[src/rtl/floor_transit_pkg.sv]
// Shared game package: transit FSM states, move
// directions and the stair coordinate table.
package floor_transit_pkg;

  typedef enum logic [2:0] {
    ST_IDLE,
    ST_FADE_OUT,
    ST_LOAD,
    ST_PLACE,
    ST_FADE_IN
  } state_t;

  typedef enum logic [1:0] {
    DIR_UP,
    DIR_DOWN,
    DIR_JUMP
  } dir_t;

  // Floors with an explicit stair entry; every
  // other floor reads all-zero coordinates.
  localparam int STAIR_ROWS = 2;

  localparam int STAIR_DOWN_X [STAIR_ROWS] = '{0, 2};
  localparam int STAIR_DOWN_Y [STAIR_ROWS] = '{0, 1};
  localparam int STAIR_UP_X   [STAIR_ROWS] = '{1, 0};
  localparam int STAIR_UP_Y   [STAIR_ROWS] = '{2, 0};

endpackage

[src/rtl/stair_table.sv]
// Combinational stair lookup for one floor.
// Ports: floor in; up_x/up_y/down_x/down_y out.
module stair_table
  import floor_transit_pkg::*;
#(
  parameter int FLOOR_W = 16,
  parameter int COORD_W = 4
) (
  input  logic [FLOOR_W-1:0] floor,
  output logic [COORD_W-1:0] up_x,
  output logic [COORD_W-1:0] up_y,
  output logic [COORD_W-1:0] down_x,
  output logic [COORD_W-1:0] down_y
);

  always_comb begin
    up_x   = '0;
    up_y   = '0;
    down_x = '0;
    down_y = '0;
    for (int i = 0; i < STAIR_ROWS; i++) begin
      if (floor == FLOOR_W'(i)) begin
        up_x   = COORD_W'(STAIR_UP_X[i]);
        up_y   = COORD_W'(STAIR_UP_Y[i]);
        down_x = COORD_W'(STAIR_DOWN_X[i]);
        down_y = COORD_W'(STAIR_DOWN_Y[i]);
      end
    end
  end

endmodule

[src/rtl/floor_transit.sv]
// Floor transit controller: stairs/jump requests,
// fade out, map load handshake, player placement,
// fade in.
// Ports: clk, rst (async high); up_req, down_req,
// jump_req, jump_floor, map_ack in; floor,
// player_x/y, map_req, fade_level, busy, done,
// reject out.
module floor_transit
  import floor_transit_pkg::*;
#(
  parameter int NUM_FLOORS  = 16,
  parameter int FLOOR_W     = 16,
  parameter int COORD_W     = 4,
  parameter int FADE_STEPS  = 8,
  parameter int FADE_W      = 4,
  parameter int START_FLOOR = 0,
  parameter int START_X     = 0,
  parameter int START_Y     = 0
) (
  input  logic               clk,
  input  logic               rst,
  input  logic               up_req,
  input  logic               down_req,
  input  logic               jump_req,
  input  logic [FLOOR_W-1:0] jump_floor,
  input  logic               map_ack,
  output logic [FLOOR_W-1:0] floor,
  output logic [COORD_W-1:0] player_x,
  output logic [COORD_W-1:0] player_y,
  output logic               map_req,
  output logic [FADE_W-1:0]  fade_level,
  output logic               busy,
  output logic               done,
  output logic               reject
);

  // One extra bit so NUM_FLOORS == 2^FLOOR_W fits.
  localparam logic [FLOOR_W:0] FLOOR_LIMIT =
    (FLOOR_W+1)'(NUM_FLOORS);
  localparam logic [FLOOR_W-1:0] TOP_FLOOR =
    FLOOR_W'(NUM_FLOORS - 1);
  localparam logic [FADE_W-1:0] FADE_FULL =
    FADE_W'(FADE_STEPS);
  localparam logic [FADE_W-1:0] FADE_ONE =
    FADE_W'(1);

  state_t state, state_n;
  dir_t   dir, dir_n;

  logic [FLOOR_W-1:0] target, target_n;
  logic [FLOOR_W-1:0] floor_n;
  logic [FADE_W-1:0]  fade_n;
  logic [COORD_W-1:0] px_n, py_n;
  logic               done_n, reject_n;
  logic               multi, jump_bad;

  logic [COORD_W-1:0] up_x, up_y;
  logic [COORD_W-1:0] down_x, down_y;

  // Looks up the current floor; in PLACE that is
  // already the new floor.
  stair_table #(
    .FLOOR_W(FLOOR_W),
    .COORD_W(COORD_W)
  ) u_stairs (
    .floor (floor),
    .up_x  (up_x),
    .up_y  (up_y),
    .down_x(down_x),
    .down_y(down_y)
  );

  assign multi = (up_req & down_req) |
                 (up_req & jump_req) |
                 (down_req & jump_req);

  assign jump_bad =
    ({1'b0, jump_floor} >= FLOOR_LIMIT) ||
    (jump_floor == floor);

  assign busy    = (state != ST_IDLE);
  assign map_req = (state == ST_LOAD);

  always_comb begin
    state_n  = state;
    dir_n    = dir;
    target_n = target;
    floor_n  = floor;
    fade_n   = fade_level;
    px_n     = player_x;
    py_n     = player_y;
    done_n   = 1'b0;
    reject_n = 1'b0;
    unique case (state)
      ST_IDLE: begin
        if (multi) begin
          reject_n = 1'b1;
        end else if (up_req) begin
          if (floor == TOP_FLOOR) begin
            reject_n = 1'b1;
          end else begin
            target_n = floor + FLOOR_W'(1);
            dir_n    = DIR_UP;
            state_n  = ST_FADE_OUT;
          end
        end else if (down_req) begin
          if (floor == '0) begin
            reject_n = 1'b1;
          end else begin
            target_n = floor - FLOOR_W'(1);
            dir_n    = DIR_DOWN;
            state_n  = ST_FADE_OUT;
          end
        end else if (jump_req) begin
          if (jump_bad) begin
            reject_n = 1'b1;
          end else begin
            target_n = jump_floor;
            dir_n    = DIR_JUMP;
            state_n  = ST_FADE_OUT;
          end
        end
      end
      ST_FADE_OUT: begin
        fade_n = fade_level - FADE_ONE;
        // Floor switches on the edge the screen
        // goes fully dark.
        if (fade_level == FADE_ONE) begin
          floor_n = target;
          state_n = ST_LOAD;
        end
      end
      ST_LOAD: begin
        if (map_ack) begin
          state_n = ST_PLACE;
        end
      end
      ST_PLACE: begin
        // Arriving by going down puts the player on
        // the new floor's up stair, otherwise on
        // its down stair.
        if (dir == DIR_DOWN) begin
          px_n = up_x;
          py_n = up_y;
        end else begin
          px_n = down_x;
          py_n = down_y;
        end
        state_n = ST_FADE_IN;
      end
      ST_FADE_IN: begin
        if (fade_level == FADE_FULL) begin
          done_n  = 1'b1;
          state_n = ST_IDLE;
        end else begin
          fade_n = fade_level + FADE_ONE;
        end
      end
      default: begin
        state_n = ST_IDLE;
      end
    endcase
  end

  always_ff @(posedge clk or posedge rst) begin
    if (rst) begin
      state      <= ST_IDLE;
      dir        <= DIR_UP;
      target     <= '0;
      floor      <= FLOOR_W'(START_FLOOR);
      fade_level <= FADE_FULL;
      player_x   <= COORD_W'(START_X);
      player_y   <= COORD_W'(START_Y);
      done       <= 1'b0;
      reject     <= 1'b0;
    end else begin
      state      <= state_n;
      dir        <= dir_n;
      target     <= target_n;
      floor      <= floor_n;
      fade_level <= fade_n;
      player_x   <= px_n;
      player_y   <= py_n;
      done       <= done_n;
      reject     <= reject_n;
    end
  end

endmodule

[config.mk]
export PLATFORM = sky130hd
export DESIGN_NAME = floor_transit
export DESIGN_NICKNAME = d
export VERILOG_FILES = /design/src/rtl/floor_transit_pkg.sv /design/src/rtl/stair_table.sv /design/src/rtl/floor_transit.sv
export SDC_FILE = /design/constraint.sdc
export NUM_CORES = 1
export LEC_CHECK = 0
export BUFFER_PORTS_ARGS = -buffer_cell sky130_fd_sc_hd__buf_2
export CORE_MARGIN = 2
export CORE_UTILIZATION = 40
export CTS_BUF_LIST = sky130_fd_sc_hd__clkbuf_4 sky130_fd_sc_hd__clkbuf_8 sky130_fd_sc_hd__clkbuf_16
export CTS_CLUSTER_DIAMETER = 60
export DETAILED_ROUTE_END_ITERATION = 16
export SLEW_MARGIN = 0
export SYNTH_ARGS = -nofsm -noshare
export SYNTH_HDL_FRONTEND = slang
export SYNTH_SLANG_ARGS = --single-unit
[constraint.sdc]
create_clock -name clk -period 2.59 [get_ports clk]
set_input_delay 0.1295 -clock clk [delete_from_list [all_inputs] [get_ports clk]]
set_output_delay 0.1295 -clock clk [all_outputs]
set_load 0.02 [all_outputs]
==> impl_metrics.tcl, run 1 <==
set metrics [dict create \
    status "complete, no violations" \
    final_cell_mix "buf_2, dfrtp_1, nand2_1" \
    synth_edf_count 0 \
    htreeDepth 2 \
    vias_per_cell 5.39 \
    yosysWarningCount 0 \
    final_common_cell "buf_2" \
    antenna_found_initial 0 \
    wl_mm 8.06 \
    fin_skew_ns 0.00675 \
    ff_latch_area_um2 1130 \
    rsz0062_at_grt "no" \
    wire_per_inst_um 16.3 \
    port_buffers 49 \
    period_needed_ns 2.31 \
    clock.fmax_mhz 433 \
    cts_tree "built" \
    ys_ff_latch 45 \
    cp.required_ns 2.77 \
    cts-root-buf "clkbuf_8" \
    fp-row-count 32 \
    grt_overflow 0 \
    cts-resized-gates 0 \
    multi_input_area_um2 1860 \
    postCtsSetupBuffers 0 \
    die_height_um 94.1 \
    ir_drop_uv 399 \
    synthToLayoutAreaGrowth_pct 12.1 \
    dieWidth_um 94.1 \
    synth.cell_area_um2 3250 \
    start_kind "flip-flop" \
    numCtsBuffers 5 \
    worst-setup-path-type "reg -> reg" \
    fillCellCount 786 \
    worstSkewPairLatency_ns 0.30 \
    core-area_um2 7810 \
    holdWs_ns 0.0496 \
    grt_pass1_vias 2663 \
    finish.utilization 0.466 \
    critPathCaptureType "flip-flop" \
    drtAntennaViolNets 0 \
    synth_ff_type "dfrtp_1" \
    hold_viol 0 \
    maxSlewHeadroom 0.354 \
    worstPathArrival_ns 2.49 \
    layout-drive-gt1-share 0.289 \
    drt_iter0_drc 159 \
    initial_utilization 0.416 \
    final_nets 420 \
    final_max_slew_viol_count 0 \
    vias 2658 \
    globalRouteTotalUtil 0.195 \
    syn_area_per_cell_um2 9.35 \
    worstMarginPinSlew_ns 0.968 \
    clk_pin_slew_ns 0.09 \
    diodes 0 \
    cts.sinks 45 \
    io_pins 54 \
    grt_max_degree 46 \
    ctsLongestPathBuffers 2 \
    min_period_over_period 0.892 \
    drc 0 \
    cellLeakagePower_nw 1.70 \
    dp_hpwl_mm 5.88 \
    gp_congestion 0.900 \
    cts_hold_buffers 0 \
    synthCells 347 \
    synthDistinctLibCells 59 \
    path_max_fanout 9 \
    power_density_nw_per_um2 1120 \
    finalSetupTns_ns 0 \
    maxCapViolations 0 \
    hold_class "in -> async" \
    async_reset_ff_frac 1.00 \
    drt_first_pass_iters 4 \
    dieArea_um2 8850 \
    grt_pass1_wl_mm 13.6 \
    setup_viol 0 \
    yosysSeqAreaShare 0.347 \
]
## flip-flops by register name (all words and copies together) (netlist names)
signal      cells
floor          16
target         16
fade_level      4
state           3
dir             2
done            1
player_x        1
player_y        1
reject          1
## metal layers
layer  part of all wire  global-route usage
met5                  0                   0
met3              0.050              0.0345
met4             0.0071              0.0399
met2               0.46               0.317
met1               0.48               0.272
## worst max-delay path: stages (launching register included)
cell and delay [ns]:
dfrtp_1 0.52, xor2_2 0.22, nor4_1 0.27, nand4_1 0.16, and3_1 0.27, o21ai_4 0.18, buf_4 0.22, mux2_2 0.35
## path summary, 6_finish.rpt
path	from	end	slack, ns	cells past startpoint
max in group asynchronous	rst	target[7]	1.94	2
max reg2reg	floor[10]	target[5]	0.28	7
min	rst	floor[14]	0.05	2
min reg2reg	player_y[0]	player_y[0]	0.50	2
max	floor[10]	target[5]	0.28	7
min in group clk	jump_floor[6]	target[6]	0.22	4
## cells by family after synthesis
kind of cell	synth area share
AOI/OAI and AO/OA	0.118
xor gates and xnor gates	0.102
adders and majority gates	0.0339
buffers and inverters	0.0825
DFF	0.347
muxes	0.116
other	0.00116
and+or+nand+nor	0.199
## Yosys cell counts (3+ instances only)
master,count,area [um2]
dfrtp_1,44,1100
nand2_1,28,105
xor2_1,26,228
nor2_1,24,90.1
a21oi_1,21,105
mux2_2,20,225
o21ai_0,15,75.1
inv_1,12,45.0
xnor2_1,10,87.6
buf_2,9,45.0
buf_4,8,60.1
clkbuf_1,8,30.0
ha_1,8,100
nand4_1,8,50.1
nor3_1,8,40.0
nor4_1,8,50.1
mux2_4,6,90.1
mux2i_1,6,60.1
nand3_1,6,30.0
buf_6,5,56.3
nand2b_1,5,31.3
nor2b_1,4,25.0
a211o_1,3,26.3
a211oi_1,3,22.5
nand4b_1,3,26.3
o31ai_1,3,22.5
## power breakdown
part	internal (W)	total (W)	switching, W	leakage [nW]
registers	0.00101	0.00140	0.000389	0.566
logic	0.00102	0.00219	0.00117	1.08
clock network	0.000242	0.000485	0.000244	0.0542
## per-stage QoR
step	instances	total power, W	area [um2]	worst slack [ns]
3_5_place_dp	485	0.00361	3540	0.322
6_report	493	0.00407	3640	0.280
3_3_place_gp	485	0.00356	3540	0.355
5_1_grt	493	0.00442	3640	0.137
2_1_floorplan	350	0.00304	3260	0.282
4_1_cts	493	0.00411	3640	0.296
## cell type report
| type | count | area share |
|---|---|---|
| Sequential cell | 45 | 0.310 |
| Inverter | 13 | 0.0134 |
| Tap cell | 102 | 0.0351 |
| Multi-Input combinational cell | 259 | 0.512 |
| Timing Repair Buffer | 66 | 0.102 |
| Clock buffer | 7 | 0.0265 |
| Clock inverter | 1 | 0.00138 |
Power figures use the tool's default switching activity.
==> run 2: changes to the inputs <==
--- a/config.mk
+++ b/config.mk
@@ -5,6 +5,7 @@
 export SDC_FILE = /design/constraint.sdc
 export NUM_CORES = 1
 export LEC_CHECK = 0
+export ABC_AREA = 1
 export BUFFER_PORTS_ARGS = -buffer_cell sky130_fd_sc_hd__buf_2
 export CORE_MARGIN = 2
 export CORE_UTILIZATION = 40
==> constraint.sdc (replaced) <==
create_clock -name clk -period 2.56 [get_ports clk]
set_input_delay 0.128 -clock clk [delete_from_list [all_inputs] [get_ports clk]]
set_output_delay 0.128 -clock clk [all_outputs]
set_load 0.02 [all_outputs]
==> run 2 against run 1 <==
First-iteration DRC count up 50%. Synthesized area is 4.0% higher. Clock-buffer cell count fell by 2. Routed wire length rose by 26%. Largest power group unchanged. Cell count grew 40%. Worst setup slack improved by 0.17 ns. Die area increased by 3.8%. Utilization grew 0.69 points. Combinational power up 15%. Power increased by 9.3%. Critical endpoint is now target[11]. Largest cell class unchanged. Worst hold slack worse by 0.019 ns. Clock skew rose by 0.0036 ns.
==> impl_metrics.tcl, run 2 <==
set metrics [dict create \
    wl_mm 10.2 \
    cp_slowest_cell "dfrtp_1" \
    cts-root-buf "clkbuf_8" \
    min_period_over_period 0.824 \
    synthCells 529 \
    io_pins 54 \
    dieWidth_um 95.9 \
    setup_viol 0 \
    grt_pass1_vias 3295 \
    synthDistinctLibCells 28 \
    path_cells "inv_1 > nand2_1 > nand2_1 > nor2_1 > nand2_1 > nor2_1 > nand2_1 > nand2_1 > nand2_2 > buf_4 > nand4_1 > nand2_1" \
    start_kind "flip-flop" \
    cp_common_cell "nand2_1" \
    core-area_um2 8220 \
    fillCellCount 875 \
    ff_latch_area_um2 1130 \
    yosysWarningCount 0 \
    finish.utilization 0.473 \
    wire_per_inst_um 14.8 \
    hold_class "in -> async" \
    worst-setup-path-type "reg -> reg" \
    drtAntennaViolNets 0 \
    power_frac_seq 0.312 \
    multi_input_area_um2 1910 \
    switching_power_w 0.00224 \
    layout-drive-gt1-share 0.157 \
    final_max_slew_viol_count 0 \
    gp_congestion 0.957 \
    globalRouteTotalUtil 0.232 \
    max_stage_delay_ns 0.56 \
    vias_per_cell 5.27 \
    drc 0 \
    period_needed_ns 2.11 \
    numCtsBuffers 5 \
    rsz0062_at_grt "no" \
    path_max_fanout 11 \
    ys_ff_latch 45 \
    vias 3634 \
    clock.fmax_mhz 474 \
    cts_tree "built" \
    fp-row-count 33 \
    cp.required_ns 2.76 \
    synth_most_common_cell "nand2_1" \
    top_regs "floor: 16 flops, target: 16 flops, fade_level: 4 flops" \
    met3_length_um 645 \
    final_cell_mix "nand2_1, nor2_1, inv_1" \
    port_buffers 49 \
    synthTopCellsByArea "dfrtp_1, nand2_1, nor2_1, inv_1, nand3_1" \
    diodes 0 \
    final_common_cell "nand2_1" \
    pwr-share-clk 0.125 \
    syn_area_per_cell_um2 6.38 \
    grt_pass1_wl_mm 16.4 \
    cellLeakagePower_nw 2.11 \
    status "complete, no violations" \
    htreeDepth 2 \
    p_int_w 0.00221 \
    critPathTopFamily "simple AND/OR/NAND/NOR gates" \
    cts.sinks 45 \
    p_comb_frac 0.563 \
    postCtsSetupBuffers 0 \
    worstPathArrival_ns 2.31 \
    maxSlewHeadroom 0.361 \
    worstMarginPinSlew_ns 0.957 \
    cts-resized-gates 0 \
    hold_viol 0 \
    wl_met1_mm 4.74 \
    dp_hpwl_mm 7.55 \
    grt_max_degree 46 \
    ys_top_cells_by_count "nand2_1, nor2_1, inv_1" \
    critPathCaptureType "flip-flop" \
    final_nets 614 \
    worstSkewPairLatency_ns 0.30 \
    maxCapViolations 0 \
    synth.top_cell.area_share 0.326 \
    antenna_found_initial 0 \
    met2_length_mm 4.50 \
    synthToLayoutAreaGrowth_pct 15.2 \
    finalSetupTns_ns 0 \
    ctsLongestPathBuffers 2 \
    top_layer_used "met4" \
    synth_edf_count 0 \
    synth.cell_area_um2 3370 \
    grt_overflow 0 \
    yosysSeqAreaShare 0.334 \
    drt_first_pass_iters 6 \
    cts_hold_buffers 0 \
    clk_pin_slew_ns 0.10 \
    async_reset_ff_frac 1.00 \
    initial_utilization 0.411 \
    die_height_um 95.9 \
    swShare 0.504 \
    dieArea_um2 9190 \
    yosysTopAreaCell "dfrtp_1" \
    cp.buffers_inverters 2 \
    fin_skew_ns 0.0103 \
    ir_drop_uv 490 \
    drt_iter0_drc 239 \
    synth_ff_type "dfrtp_1" \
    power_density_nw_per_um2 1150 \
]
## run 2: cell types whose count changed after synthesis, sizes merged, moves of 5 or more
cell / previous run / this run
nor2: 24 / 70
xor2: 27 / 12
inv: 12 / 59
nand2: 28 / 191
nand2b: 5 / 0
nor4: 11 / 0
xnor2: 10 / 1
buf: 25 / 15
nand3: 6 / 41
nand4: 8 / 26
mux2: 26 / 0
mux2i: 6 / 0
## run 2: per-layer routing
metal	up-vias	GRT usage
li1	1785	-
met1	1688	0.333
met2	133	0.360
met3	28	0.0305
met4	0	0.0774
met5	-	0
## run 2: power by group through the flow
stage / combinational, W / sequential, W / clock (W)
after floorplan: 0.00157 / 0.00152 / 0
after global placement: 0.00245 / 0.00139 / 0
after detailed placement: 0.00247 / 0.00140 / 0
after CTS: 0.00249 / 0.00139 / 0.000575
after global routing: 0.00282 / 0.00144 / 0.000604
final: 0.00251 / 0.00139 / 0.000558
## run 2: cell families after synthesis
group                    Yosys count  synth area share
AO/OA/AOI/OAI                     42            0.0693
XOR/XNOR                          13            0.0337
adder cells (fa/ha/maj)            8            0.0297
buffers and inverters             82             0.104
flip-flops                        45             0.334
other                              1           0.00111
AND/OR/NAND/NOR                  338             0.428
## run 2: path summary, 6_finish.rpt
path                                start          to  slack (ns)  cells past startpoint
worst max register to register   floor[3]  target[11]        0.45                     12
min in group clk                  map_ack    state[1]        0.09                      4
max in group asynchronous             rst  target[15]        1.92                      2
worst min-delay path                  rst   floor[10]        0.03                      2
worst max-delay path             floor[3]  target[11]        0.45                     12
worst min register to register  target[6]   target[6]        0.48                      2
## run 2: per-stage QoR
| step | instances | hold WS, ns | setup slack [ns] | power (W) | area (um2) |
|---|---|---|---|---|---|
| 2_1_floorplan | 532 | 0.301 | 0.601 | 0.00309 | 3390 |
| 3_3_place_gp | 679 | 0.398 | 0.135 | 0.00384 | 3750 |
| 3_5_place_dp | 679 | 0.411 | 0.0303 | 0.00387 | 3750 |
| 4_1_cts | 687 | 0.0790 | 0.00498 | 0.00445 | 3860 |
| 5_1_grt | 690 | 0.116 | 0.239 | 0.00487 | 3890 |
| 6_report | 690 | 0.0309 | 0.451 | 0.00445 | 3890 |
## run 2: final cells by class
class,count,area share
Clock buffer,5,0.0177
Clock inverter,3,0.0113
Inverter,59,0.0570
Multi-Input combinational cell,405,0.491
Sequential cell,45,0.290
Tap cell,105,0.0338
Timing Repair Buffer,68,0.0998
